--- src/rtl/camera_pkg.sv ---
// Shared state enums, fill-level width and default thresholds for the
// dual-camera handoff controller and its per-camera drain sequencers.
package camera_pkg;

    localparam int PCT_W = 4;

    localparam logic [PCT_W-1:0] DEF_STANDBY_PCT = 4'd8;
    localparam logic [PCT_W-1:0] DEF_HANDOFF_PCT = 4'd9;
    localparam logic [PCT_W-1:0] DEF_FLUSH_PCT   = 4'd5;
    localparam logic [PCT_W-1:0] DEF_FULL_PCT    = 4'd10;

    typedef enum logic [2:0] {
        ST_IDLE,
        ST_FILM,
        ST_STANDBY,
        ST_HANDOFF,
        ST_STALL
    } main_state_e;

    typedef enum logic [1:0] {
        D_IDLE,
        D_HOLD,
        D_DOWNLOAD,
        D_FLUSH
    } drain_state_e;

    // Buffer levels above full are reported by the datapath as overflow noise.
    function automatic logic [PCT_W-1:0] sat_pct(input logic [PCT_W-1:0] pct,
                                                input logic [PCT_W-1:0] full);
        return (pct > full) ? full : pct;
    endfunction

endpackage

--- src/rtl/cam_drain_fsm.sv ---
// Per-camera retirement sequencer: holds a retired buffer, then drains it by
// download (when granted) or by flush, returning to idle once it reads empty.
module cam_drain_fsm
    import camera_pkg::*;
(
    input  logic         clock,
    input  logic         reset,
    input  logic         hold_cmd,
    input  logic         dl_grant,
    input  logic         flush_hit,
    input  logic         pct_zero,
    output drain_state_e state_q,
    output drain_state_e state_d
);

    always_ff @(posedge clock or posedge reset) begin
        if (reset) begin
            state_q <= D_IDLE;
        end else begin
            state_q <= state_d;
        end
    end

    // A grant in the same cycle as the flush threshold takes priority.
    always_comb begin
        state_d = state_q;
        case (state_q)
            D_IDLE: begin
                if (hold_cmd) state_d = D_HOLD;
            end
            D_HOLD: begin
                if (dl_grant)       state_d = D_DOWNLOAD;
                else if (flush_hit) state_d = D_FLUSH;
            end
            D_DOWNLOAD, D_FLUSH: begin
                if (pct_zero) state_d = D_IDLE;
            end
            default: state_d = D_IDLE;
        endcase
    end

endmodule

--- src/rtl/camera_handoff_ctrl.sv ---
// Dual-camera filming handoff, retirement and download-port arbitration.
// Build option: CAM_AUTO_FLUSH_EN makes held buffers flush at FLUSH_PCT.
module camera_handoff_ctrl
    import camera_pkg::*;
#(
    parameter logic [PCT_W-1:0] STANDBY_PCT = DEF_STANDBY_PCT,
    parameter logic [PCT_W-1:0] HANDOFF_PCT = DEF_HANDOFF_PCT,
    parameter logic [PCT_W-1:0] FLUSH_PCT   = DEF_FLUSH_PCT,
    parameter logic [PCT_W-1:0] FULL_PCT    = DEF_FULL_PCT
) (
    input  logic             clock,
    input  logic             reset,
    input  logic             start,
    input  logic             first_cam,
    input  logic [PCT_W-1:0] pct0,
    input  logic [PCT_W-1:0] pct1,
    input  logic             dl_req,
    output logic [1:0]       standby,
    output logic [1:0]       film,
    output logic [1:0]       empty_buf,
    output logic [1:0]       pause_buf,
    output logic             dl_active,
    output logic             dl_sel,
    output logic             ready_to_download,
    output logic             active_cam
);

    main_state_e state_q, state_d;
    logic        active_q, active_d;

    drain_state_e drain_q [2];
    drain_state_e drain_d [2];

    logic [1:0][PCT_W-1:0] pct_s;
    logic [1:0] hold_cmd, dl_grant, flush_hit, pct_zero;
    logic       cam_a, cam_b, b_free;

    logic [1:0] standby_q, standby_d, film_q, film_d;
    logic [1:0] empty_q, empty_d, pause_q, pause_d;
    logic       dl_active_q, dl_active_d, dl_sel_q, dl_sel_d, ready_q, ready_d;

    always_comb begin
        pct_s[0] = sat_pct(pct0, FULL_PCT);
        pct_s[1] = sat_pct(pct1, FULL_PCT);
        pct_zero[0] = (pct_s[0] == '0);
        pct_zero[1] = (pct_s[1] == '0);
    end

    // Only one buffer can be held at a time; camera 0 wins any theoretical tie.
    always_comb begin
        dl_grant[0] = dl_req && (drain_q[0] == D_HOLD);
        dl_grant[1] = dl_req && (drain_q[1] == D_HOLD) && (drain_q[0] != D_HOLD);
`ifdef CAM_AUTO_FLUSH_EN
        flush_hit[0] = (pct_s[1] >= FLUSH_PCT);
        flush_hit[1] = (pct_s[0] >= FLUSH_PCT);
`else
        flush_hit = 2'b00;
`endif
    end

    cam_drain_fsm u_drain0 (
        .clock     (clock),
        .reset     (reset),
        .hold_cmd  (hold_cmd[0]),
        .dl_grant  (dl_grant[0]),
        .flush_hit (flush_hit[0]),
        .pct_zero  (pct_zero[0]),
        .state_q   (drain_q[0]),
        .state_d   (drain_d[0])
    );

    cam_drain_fsm u_drain1 (
        .clock     (clock),
        .reset     (reset),
        .hold_cmd  (hold_cmd[1]),
        .dl_grant  (dl_grant[1]),
        .flush_hit (flush_hit[1]),
        .pct_zero  (pct_zero[1]),
        .state_q   (drain_q[1]),
        .state_d   (drain_d[1])
    );

    always_comb begin
        state_d  = state_q;
        active_d = active_q;
        hold_cmd = 2'b00;
        cam_a    = active_q;
        cam_b    = ~active_q;
        b_free   = (drain_q[cam_b] == D_IDLE) && pct_zero[cam_b];
        case (state_q)
            ST_IDLE: begin
                if (start) begin
                    state_d  = ST_FILM;
                    active_d = first_cam;
                end
            end
            ST_FILM: begin
                if (pct_s[cam_a] >= STANDBY_PCT) state_d = ST_STANDBY;
            end
            ST_STANDBY: begin
                if (pct_s[cam_a] >= HANDOFF_PCT) state_d = b_free ? ST_HANDOFF : ST_STALL;
            end
            ST_STALL: begin
                if (b_free) state_d = ST_HANDOFF;
            end
            ST_HANDOFF: begin
                state_d         = ST_FILM;
                active_d        = cam_b;
                hold_cmd[cam_a] = 1'b1;
            end
            default: state_d = ST_IDLE;
        endcase
    end

    // Outputs decode the next state so every request lands on the same edge
    // as the transition that causes it.
    always_comb begin
        film_d    = 2'b00;
        standby_d = 2'b00;
        empty_d   = 2'b00;
        pause_d   = 2'b00;
        for (int i = 0; i < 2; i++) begin
            case (state_d)
                ST_FILM, ST_STANDBY: film_d[i] = (active_d == 1'(i));
                ST_STALL:   film_d[i] = (active_d == 1'(i)) && (pct_s[i] < FULL_PCT);
                ST_HANDOFF: film_d[i] = (active_d != 1'(i));
                default:    film_d[i] = 1'b0;
            endcase
            standby_d[i] = ((state_d == ST_STANDBY) || (state_d == ST_STALL))
                           && (active_d != 1'(i));
            empty_d[i]   = (drain_d[i] == D_DOWNLOAD) || (drain_d[i] == D_FLUSH);
            pause_d[i]   = !film_d[i] && !empty_d[i];
        end
        dl_active_d = (drain_d[0] == D_DOWNLOAD) || (drain_d[1] == D_DOWNLOAD);
        if (drain_d[1] == D_DOWNLOAD)      dl_sel_d = 1'b1;
        else if (drain_d[0] == D_DOWNLOAD) dl_sel_d = 1'b0;
        else                               dl_sel_d = dl_sel_q;
        ready_d = (drain_d[0] == D_HOLD) || (drain_d[1] == D_HOLD);
    end

    always_ff @(posedge clock or posedge reset) begin
        if (reset) begin
            state_q     <= ST_IDLE;
            active_q    <= 1'b0;
            standby_q   <= 2'b00;
            film_q      <= 2'b00;
            empty_q     <= 2'b00;
            pause_q     <= 2'b11;
            dl_active_q <= 1'b0;
            dl_sel_q    <= 1'b0;
            ready_q     <= 1'b0;
        end else begin
            state_q     <= state_d;
            active_q    <= active_d;
            standby_q   <= standby_d;
            film_q      <= film_d;
            empty_q     <= empty_d;
            pause_q     <= pause_d;
            dl_active_q <= dl_active_d;
            dl_sel_q    <= dl_sel_d;
            ready_q     <= ready_d;
        end
    end

    assign standby           = standby_q;
    assign film              = film_q;
    assign empty_buf         = empty_q;
    assign pause_buf         = pause_q;
    assign dl_active         = dl_active_q;
    assign dl_sel            = dl_sel_q;
    assign ready_to_download = ready_q;
    assign active_cam        = active_q;

endmodule

--- config.mk ---
export PLATFORM = sky130hd
export DESIGN_NAME = camera_handoff_ctrl
export DESIGN_NICKNAME = d
export VERILOG_FILES = /design/src/rtl/camera_pkg.sv /design/src/rtl/cam_drain_fsm.sv /design/src/rtl/camera_handoff_ctrl.sv
export SDC_FILE = /design/constraint.sdc
export NUM_CORES = 1
export LEC_CHECK = 0
export ABC_AREA = 0
export CAP_MARGIN = 20
export CORE_AREA = 2 2 57 59
export CTS_CLUSTER_SIZE = 24
export DETAILED_ROUTE_END_ITERATION = 10
export DIE_AREA = 0 0 59 61
export GPL_ROUTABILITY_DRIVEN = 0
export PLACE_DENSITY = 0.57
export SLEW_MARGIN = 20
export SYNTH_ARGS = -nofsm -noshare
export SYNTH_HDL_FRONTEND = slang
export SYNTH_SLANG_ARGS = --single-unit
--- constraint.sdc ---
create_clock -name clock -period 1.7 [get_ports clock]
set_input_delay 0.17 -clock clock [delete_from_list [all_inputs] [get_ports clock]]
set_output_delay 0.17 -clock clock [all_outputs]
set_load 0.02 [all_outputs]
==> impl_metrics.json, run 1 <==
{
  "synthTopCellsByArea": "dfrtp_1 (39%), dfstp_2 (5.2%), nor4_2 (4.9%), nand2b_1 (3.7%), nor3b_2 (3.7%)",
  "r2r_cells": 6,
  "r2r-end": "pause_buf[1]",
  "drive_above_1_share_pct": 41.1,
  "ys.warnings.count": 0,
  "antenna_cells": 0,
  "max_freq_mhz": 567,
  "clockBufferDepth": 2,
  "synth-edff-count": 0,
  "cts_sinks": 18,
  "layout.nets": 165,
  "setup_ws_ns": -0.0637,
  "synth.most_common_cell": "dfrtp_1",
  "grt_overflow": 0,
  "async_reset_ff_share_pct": 100,
  "yosysTopAreaCell": "dfrtp_1",
  "track_usage_pct": 16.1,
  "synth_top_area_share_pct": 39.3,
  "design_area_mm2": 0.00161,
  "drv_slew": 0,
  "setup_viol": 3,
  "core-area_mm2": 0.00295,
  "syn2layout_area_growth_pct": 58.5,
  "status": "complete, but fails checks",
  "hold_violations": 0,
  "path_clk_slew_ns": 0.09,
  "rows": 20,
  "syn_inst": 99,
  "pwr-share-comb_pct": 63.4,
  "post_dp_cell_area_mm2": 0.00144,
  "synth.avg_cell_area_um2": 10.3,
  "viasPerCell": 5.29,
  "clock_skew_ns": 0.0132,
  "io_buffers": 24,
  "ant_nets": 0,
  "r2r_start": "active_cam",
  "first_pass_iters": 4,
  "numCtsBuffers": 3,
  "cts_tree": "done",
  "worstSetupStartpointType": "flop",
  "post-route-period-util_pct": 104,
  "vias": 973,
  "synth_ff_type": "dfrtp_1",
  "grt_pass1_wl_um": 4290,
  "power.leakage_nw": 0.713,
  "worstSetupEndpointType": "flop",
  "htree_num_levels": 1,
  "power_frac_seq_pct": 27.3,
  "wl_um": 2520,
  "period_minus_slack_ns": 1.76,
  "path_max_fanout": 6,
  "syn-num-nets": 112,
  "rsz0062_at_grt": "true",
  "hp-class": "input pin to asynchronous set/reset pin",
  "initial_utilization_pct": 34.5,
  "grt_pass1_vias": 998,
  "mappedNetlistArea_mm2": 0.00102,
  "pwr_density_cell_mw_per_mm2": 1760,
  "cts_root_buf": "clkbuf_4",
  "clk-insertion-delay-late_ns": 0.30,
  "max_stage_delay_ns": 0.50,
  "power.switching_mw": 1.15,
  "final_util_pct": 54.7,
  "ctsHoldBuffers": 0,
  "drtIter0Drc": 21,
  "arrival_ns": 1.98,
  "crit_type": "flop to flop",
  "die_area_mm2": 0.00360,
  "cp_cell_sequence": "nand2b_4 > a21boi_4 > o221ai_2 > nor3_2 > a32oi_2 > nor3b_2",
  "maxCapViolCount": 0,
  "peakVddDrop_mv": 0.727,
  "die_w_um": 59,
  "antenna_found_initial": 0,
  "synth.distinct_cells": 39,
  "relSlewSlack_pct": 73.3,
  "drc_errors": 0,
  "ys_ff_latch": 18,
  "sw_frac_of_total_pct": 40.4,
  "seq_area_frac_synth_pct": 44.5,
  "clock_power_share_pct": 9.3,
  "grt_max_degree": 13,
  "regToRegSetupSlack_ns": -0.06,
  "post_drt_wl_per_cell_um": 13.7,
  "worst_slew_pin_slew_ns": 0.398,
  "die_y_um": 61,
  "violations": "setup timing",
  "io_pins": 25,
  "post-dp-hpwl_um": 1930,
  "internal_power_mw": 1.70,
  "ys_top_cells_by_count": "dfrtp_1 (16), inv_1 (8), nor2_1 (7), o21ai_0 (7), nand2b_1 (6)",
  "cp_slowest_cell": "dfrtp_2",
  "crit_required_ns": 1.91
}
[cell families (layout without fill, tap and decap cells)]
group	count (synthesis)	count (layout)	share of synthesized area [%]
simple gates	39	39	26.2
compound gates	30	30	23.7
flops	18	18	44.5
buf+inv	12	64	5.65
[how the worst max path moves through the flow]
stage,from,to,slack [ns],cells after the start
after floorplan,active_cam,pause_buf[0],0.03,6
after global placement,pct1[2],pause_buf[1],-0.33,7
after detailed placement,pct1[2],pause_buf[1],-0.36,7
after CTS,state_q[1],pause_buf[1],-0.003,6
after global routing,active_cam,pause_buf[0],-0.14,6
final,active_cam,pause_buf[1],-0.06,6
[stage by stage]
stage | cells | TNS, ns | total power [mW] | worst slack, ns | hold slack [ns]
after detailed placement | 175 | -2.70 | 2.36 | -0.355 | 0.430
after CTS | 182 | -0.00307 | 2.77 | -0.00307 | 0.111
after global routing | 184 | -0.448 | 3.03 | -0.138 | 0.139
after global placement | 175 | -2.49 | 2.34 | -0.334 | 0.409
after floorplan | 99 | 0 | 1.68 | 0.0300 | 0.107
final | 184 | -0.140 | 2.85 | -0.0637 | 0.102
[power by group through the flow]
stage	Combinational, mW	Sequential [mW]	Clock, mW
after CTS	1.75	0.759	0.269
after floorplan	0.791	0.889	0
after global routing	1.95	0.800	0.286
after detailed placement	1.60	0.754	0
final	1.80	0.777	0.264
after global placement	1.58	0.754	0
[cell usage in the layout, fill, tap and decap left out, types with 2 or more instances in the layout]
cell type | netlist | routed
clkbuf_4 | 0 | 3
buf_4 | 1 | 27
o21a_1 | 2 | 2
nor3_2 | 2 | 3
o31ai_1 | 2 | 2
clkdlybuf4s50_1 | 0 | 22
o22ai_2 | 1 | 2
nand2b_1 | 6 | 6
nor4_2 | 4 | 3
nor3_1 | 5 | 2
o22ai_1 | 3 | 2
o21ai_1 | 1 | 2
nor3_4 | 0 | 2
dfrtp_1 | 16 | 14
o21ai_0 | 7 | 6
nor3b_4 | 0 | 2
dlymetal6s2s_1 | 0 | 2
dfstp_2 | 2 | 2
dfrtp_2 | 0 | 2
inv_1 | 8 | 8
nor2_1 | 7 | 7
nand2_1 | 5 | 4
[cell type report]
type | count | area [um2]
Inverter | 9 | 33.8
Fill cell | 275 | 1340
Multi-Input combinational cell | 69 | 599
Timing Repair Buffer | 51 | 448
Clock buffer | 4 | 36.3
Tap cell | 33 | 41.3
Sequential cell | 18 | 455
[repair_timing]
action | 4_1_cts | 5_1_grt
setup endpoints to repair | 4 | 8
gates resized for setup | 13 | 7
setup buffers | 3 | 2
pin swaps | 3 | 0
[critical path, delay by kind of cell (launching register included)]
family	cells	cell delay, ns
and+or+nand+nor	3	0.67
AOI/OAI and AO/OA	3	0.52
DFF	1	0.50
[sequential cells by signal (all words and copies together), names as in the netlist, 2 cells and up]
register and count:
pause_buf 2, film 2, u_drain0.state_q 2, standby 2, u_drain1.state_q 2, state_q 3
[per-layer routing]
layer | track usage [%] | wire length [um] | up-vias
met5 | 0 | 0 | -
met4 | 9.09 | 46 | 0
met3 | 1.71 | 93 | 4
met2 | 28.7 | 1330 | 28
met1 | 18.9 | 1050 | 469
li1 | - | - | 472
Power figures use the tool's default switching activity.
==> run 2: changes to the inputs <==
- CORE_AREA: 2 2 57 59 -> 2 2 54 56
- DIE_AREA: 0 0 59 61 -> 0 0 56 58
- PLACE_DENSITY: 0.57 -> 0.63
==> impl_metrics.json, run 2 (synthesis results as in run 1) <==
{
  "rows": 19,
  "clockBufferDepth": 2,
  "layout.nets": 163,
  "cts_sinks": 18,
  "pwr-share-comb_pct": 65.2,
  "clock_power_share_pct": 7.6,
  "die_y_um": 58,
  "drtIter0Drc": 14,
  "regToRegSetupSlack_ns": -0.07,
  "path_clk_slew_ns": 0.10,
  "power_frac_seq_pct": 27.2,
  "layout_common_cells": "buf_4 (25), clkdlybuf4s50_1 (23), dfrtp_1 (13), inv_1 (8)",
  "die_area_mm2": 0.00325,
  "post-route-period-util_pct": 104,
  "setup_tns_ns": -0.201,
  "antenna_found_initial": 0,
  "max_freq_mhz": 565,
  "fin_cells": 180,
  "arrival_ns": 2.00,
  "power.switching_mw": 1.20,
  "wl_um": 2490,
  "setup_viol": 3,
  "track_usage_pct": 16.4,
  "grt_max_degree": 19,
  "layout_commonest_cell": "buf_4",
  "total_power_mw": 2.88,
  "maxCapViolCount": 0,
  "place_ws_ns": -0.332,
  "hp-class": "input pin to asynchronous set/reset pin",
  "ctsHoldBuffers": 0,
  "first_pass_iters": 4,
  "grt_overflow": 0,
  "drive_above_1_share_pct": 43.0,
  "crit_required_ns": 1.93,
  "clock_skew_ns": 0.00487,
  "drc_errors": 0,
  "period_minus_slack_ns": 1.77,
  "post_drt_wl_per_cell_um": 13.8,
  "ant_nets": 0,
  "cts_tree": "done",
  "io_buffers": 24,
  "die_w_um": 56,
  "r2r-end": "pause_buf[0]",
  "htree_num_levels": 1,
  "status": "complete, but fails checks",
  "peakVddDrop_mv": 0.963,
  "place_inst": 172,
  "crit_type": "flop to flop",
  "viasPerCell": 5.33,
  "post-dp-hpwl_um": 1820,
  "power.leakage_nw": 0.700,
  "antenna_cells": 0,
  "pwr_density_cell_mw_per_mm2": 1780,
  "vias": 959,
  "r2r_start": "active_cam",
  "path_max_fanout": 7,
  "top_register": "state_q",
  "io_pins": 25,
  "grt_pass1_wl_um": 4230,
  "internal_power_mw": 1.68,
  "worstSetupEndpointType": "flop",
  "fill_cells": 224,
  "r2r_cells": 6,
  "numCtsBuffers": 3,
  "setup_ws_ns": -0.0706,
  "sw_frac_of_total_pct": 41.5,
  "worst_slew_pin_slew_ns": 0.406,
  "core-area_mm2": 0.00266,
  "hold_violations": 0,
  "initial_utilization_pct": 38.3,
  "clk-insertion-delay-late_ns": 0.29,
  "drv_slew": 0,
  "rsz0062_at_grt": "true",
  "worstSetupStartpointType": "flop",
  "violations": "setup timing",
  "syn2layout_area_growth_pct": 58.5,
  "grt_pass1_vias": 1002,
  "cts_root_buf": "clkbuf_4",
  "largest_reg_flops": 3,
  "relSlewSlack_pct": 72.8
}
==> run 2: area by class of cell <==
class,count,area [um2],area share [%]
sequential,18,457,28.3
tap,31,38.8,2.40
timing repair buffer,49,430,26.7
multi-input combinational,69,628,38.9
inverter,9,33.8,2.09
clock buffer,4,26.3,1.63
==> run 2: per-stage QoR <==
stage	area, um2	util [%]	hold WS, ns
global placement	1430	53.8	0.499
floorplan	1020	-	0.107
finish	1610	60.6	0.177
detailed placement	1430	53.8	0.506
CTS	1540	57.8	0.183
global route	1610	60.6	0.243
==> run 2: how the worst max path moves through the flow <==
stage	start	end	cells past startpoint
floorplan	active_cam	pause_buf[0]	6
global placement	pct1[2]	pause_buf[1]	7
detailed placement	pct1[2]	pause_buf[1]	7
CTS	active_cam	pause_buf[1]	6
global route	state_q[0]	pause_buf[0]	7
finish	active_cam	pause_buf[0]	6
==> run 2: timing repair <==
item | CTS | global route
endpoints found under the hold margin | 0 | 0
endpoints found under the setup margin | 4 | 6
buffers inserted | 3 | 1
pin swaps | 2 | 7
resized for setup | 11 | 16
==> run 2: metal layers <==
| metal | up-vias | GRT usage (%) | share of wire (%) |
|---|---|---|---|
| met2 | 26 | 28.4 | 52 |
| met1 | 460 | 20.7 | 44 |
| met3 | 2 | 2.46 | 3.1 |
| met4 | 0 | 6.80 | 1.1 |
| li1 | 471 | - | - |
| met5 | - | 0 | 0 |
==> run 2: power groups by stage <==
stage / Combinational, mW / Clock (mW) / Sequential [mW]
floorplan: 0.791 / 0 / 0.889
global placement: 1.54 / 0 / 0.766
detailed placement: 1.58 / 0 / 0.766
CTS: 1.70 / 0.228 / 0.765
global route: 2.04 / 0.244 / 0.804
finish: 1.88 / 0.219 / 0.782
==> run 2: critical path, stage by stage (launching register included) <==
cell and delay [ns]:
dfrtp_2 0.49, nor3b_4 0.19, a22o_4 0.24, nor3b_4 0.29, o21a_1 0.24, o21ai_1 0.09
and4_1 0.18
==> run 3: changes to the inputs <==
- CORE_AREA: 2 2 54 56 -> 2 2 45 67
- DIE_AREA: 0 0 56 58 -> 0 0 47 69
==> impl_metrics.json, run 3 (synthesis results as in run 1) <==
{
  "place_inst": 180,
  "pwr_density_cell_mw_per_mm2": 1850,
  "clk-insertion-delay-late_ns": 0.25,
  "arrival_ns": 1.92,
  "drc_errors": 0,
  "pwr-share-comb_pct": 63.4,
  "drv_slew": 0,
  "top_register": "state_q",
  "peakVddDrop_mv": 0.916,
  "viasPerCell": 5.30,
  "grt_overflow": 0,
  "grt_pass1_wl_um": 4550,
  "hold_violations": 0,
  "crit_path_end": "film[1]",
  "total_power_mw": 3.14,
  "largest_reg_flops": 3,
  "drtIter0Drc": 14,
  "path_max_fanout": 6,
  "vias": 1012,
  "fill_cells": 222,
  "crit_type": "flop to flop",
  "post-route-period-util_pct": 105,
  "relSlewSlack_pct": 70.5,
  "io_buffers": 24,
  "rsz0062_at_grt": "true",
  "die_y_um": 69,
  "sw_frac_of_total_pct": 40.8,
  "rows": 23,
  "clockBufferDepth": 2,
  "power.leakage_nw": 0.762,
  "wl_um": 3020,
  "violations": "setup timing",
  "worstSetupEndpointType": "flop",
  "design_area_mm2": 0.00170,
  "grt_max_degree": 19,
  "status": "complete, but fails checks",
  "grt_pass1_vias": 1063,
  "multi_input_area_um2": 642,
  "layout_common_cells": "buf_4 (31), clkdlybuf4s50_1 (17), dfrtp_1 (12), inv_1 (7)",
  "track_usage_pct": 18.9,
  "setup_viol": 3,
  "die_area_mm2": 0.00324,
  "power.switching_mw": 1.28,
  "crit_required_ns": 1.84,
  "period_minus_slack_ns": 1.78,
  "hp-class": "input pin to asynchronous set/reset pin",
  "post_dp_cell_area_mm2": 0.00146,
  "first_pass_iters": 4,
  "ant_nets": 0,
  "setup_ws_ns": -0.0779,
  "clock_skew_ns": 0.00347,
  "layout.nets": 168,
  "ctsHoldBuffers": 0,
  "cts_root_buf": "clkbuf_8",
  "die_w_um": 47,
  "post-dp-hpwl_um": 2020,
  "io_pins": 25,
  "fin_cells": 191,
  "drive_above_1_share_pct": 49.4,
  "layout_commonest_cell": "buf_4",
  "htree_num_levels": 1,
  "worstSetupStartpointType": "flop",
  "path_clk_slew_ns": 0.07,
  "antenna_found_initial": 0,
  "worst_slew_pin_slew_ns": 0.440,
  "internal_power_mw": 1.86,
  "r2r_cells": 7,
  "power_frac_seq_pct": 25.4,
  "seq_area_um2": 458,
  "r2r_start": "state_q[1]",
  "cts_tree": "done",
  "startpoint": "state_q[1]",
  "regToRegSetupSlack_ns": -0.08,
  "post_drt_wl_per_cell_um": 15.8,
  "cts_sinks": 18,
  "initial_utilization_pct": 38.5,
  "syn2layout_area_growth_pct": 67.1,
  "clock_power_share_pct": 11.2,
  "max_freq_mhz": 562,
  "r2r-end": "film[1]",
  "maxCapViolCount": 0,
  "numCtsBuffers": 3,
  "final_util_pct": 64.3,
  "core-area_mm2": 0.00265,
  "antenna_cells": 0
}
run 3: changes by cell type in the layout (fill, tap and decap cells not counted), moves of 2 or more:
cell / previous run / this run
buf_4: 25 / 31
clkdlybuf4s50_1: 23 / 17
clkbuf_8: 0 / 4
clkbuf_4: 3 / 0
dlygate4sd2_1: 0 / 3
dlymetal6s2s_1: 1 / 3
run 3: layout make-up:
cell class,count,share of cell area (%)
Tap cell,37,2.72
Inverter,9,1.99
Multi-Input combinational cell,69,37.7
Clock buffer,4,3.24
Sequential cell,18,26.9
Timing Repair Buffer,54,27.4
run 3: how the worst min path moves through the flow:
stage,from,to,slack [ns],cells after the start
final,reset,empty_buf[0],0.22,3
after detailed placement,reset,standby[0],0.50,3
after global placement,reset,standby[1],0.50,3
after global routing,reset,active_cam,0.24,3
after CTS,reset,empty_buf[0],0.23,3
after floorplan,reset,dl_active,0.11,1
run 3: critical path, cell delays in order, from the launching register on:
cell and delay (ns):
dfrtp_2 0.47, nor4b_2 0.27, a31oi_1 0.09, o22ai_2 0.26
buf_4 0.18, o21a_1 0.18, nor3_2 0.07, nand2b_1 0.14
run 3: power groups by stage:
| stage | clock (mW) | sequential (mW) | combinational, mW |
|---|---|---|---|
| floorplan | 0 | 0.889 | 0.791 |
| global placement | 0 | 0.771 | 1.58 |
| detailed placement | 0 | 0.777 | 1.63 |
| CTS | 0.356 | 0.790 | 1.87 |
| global route | 0.372 | 0.827 | 2.12 |
| finish | 0.351 | 0.799 | 1.99 |
run 3: repair_timing:
action	CTS	global route
pin swaps	15	9
resized for setup	27	11
setup buffers	6	2
setup endpoints to repair	4	9
run 3: per-stage QoR:
step	hold slack [ns]	setup WS (ns)	setup TNS, ns
floorplan	0.107	0.0300	0
global placement	0.496	-0.300	-1.99
detailed placement	0.503	-0.333	-2.74
CTS	0.227	-0.0460	-0.120
global route	0.243	-0.127	-0.475
finish	0.224	-0.0779	-0.175
run 3: per-layer routing:
metal	vias to the layer above	global-route usage, %	part of all wire (%)
met2	31	32.4	58
met3	9	1.57	2.4
met4	0	11.7	2.8
met1	493	20.6	37
met5	-	0	0
li1	479	-	-
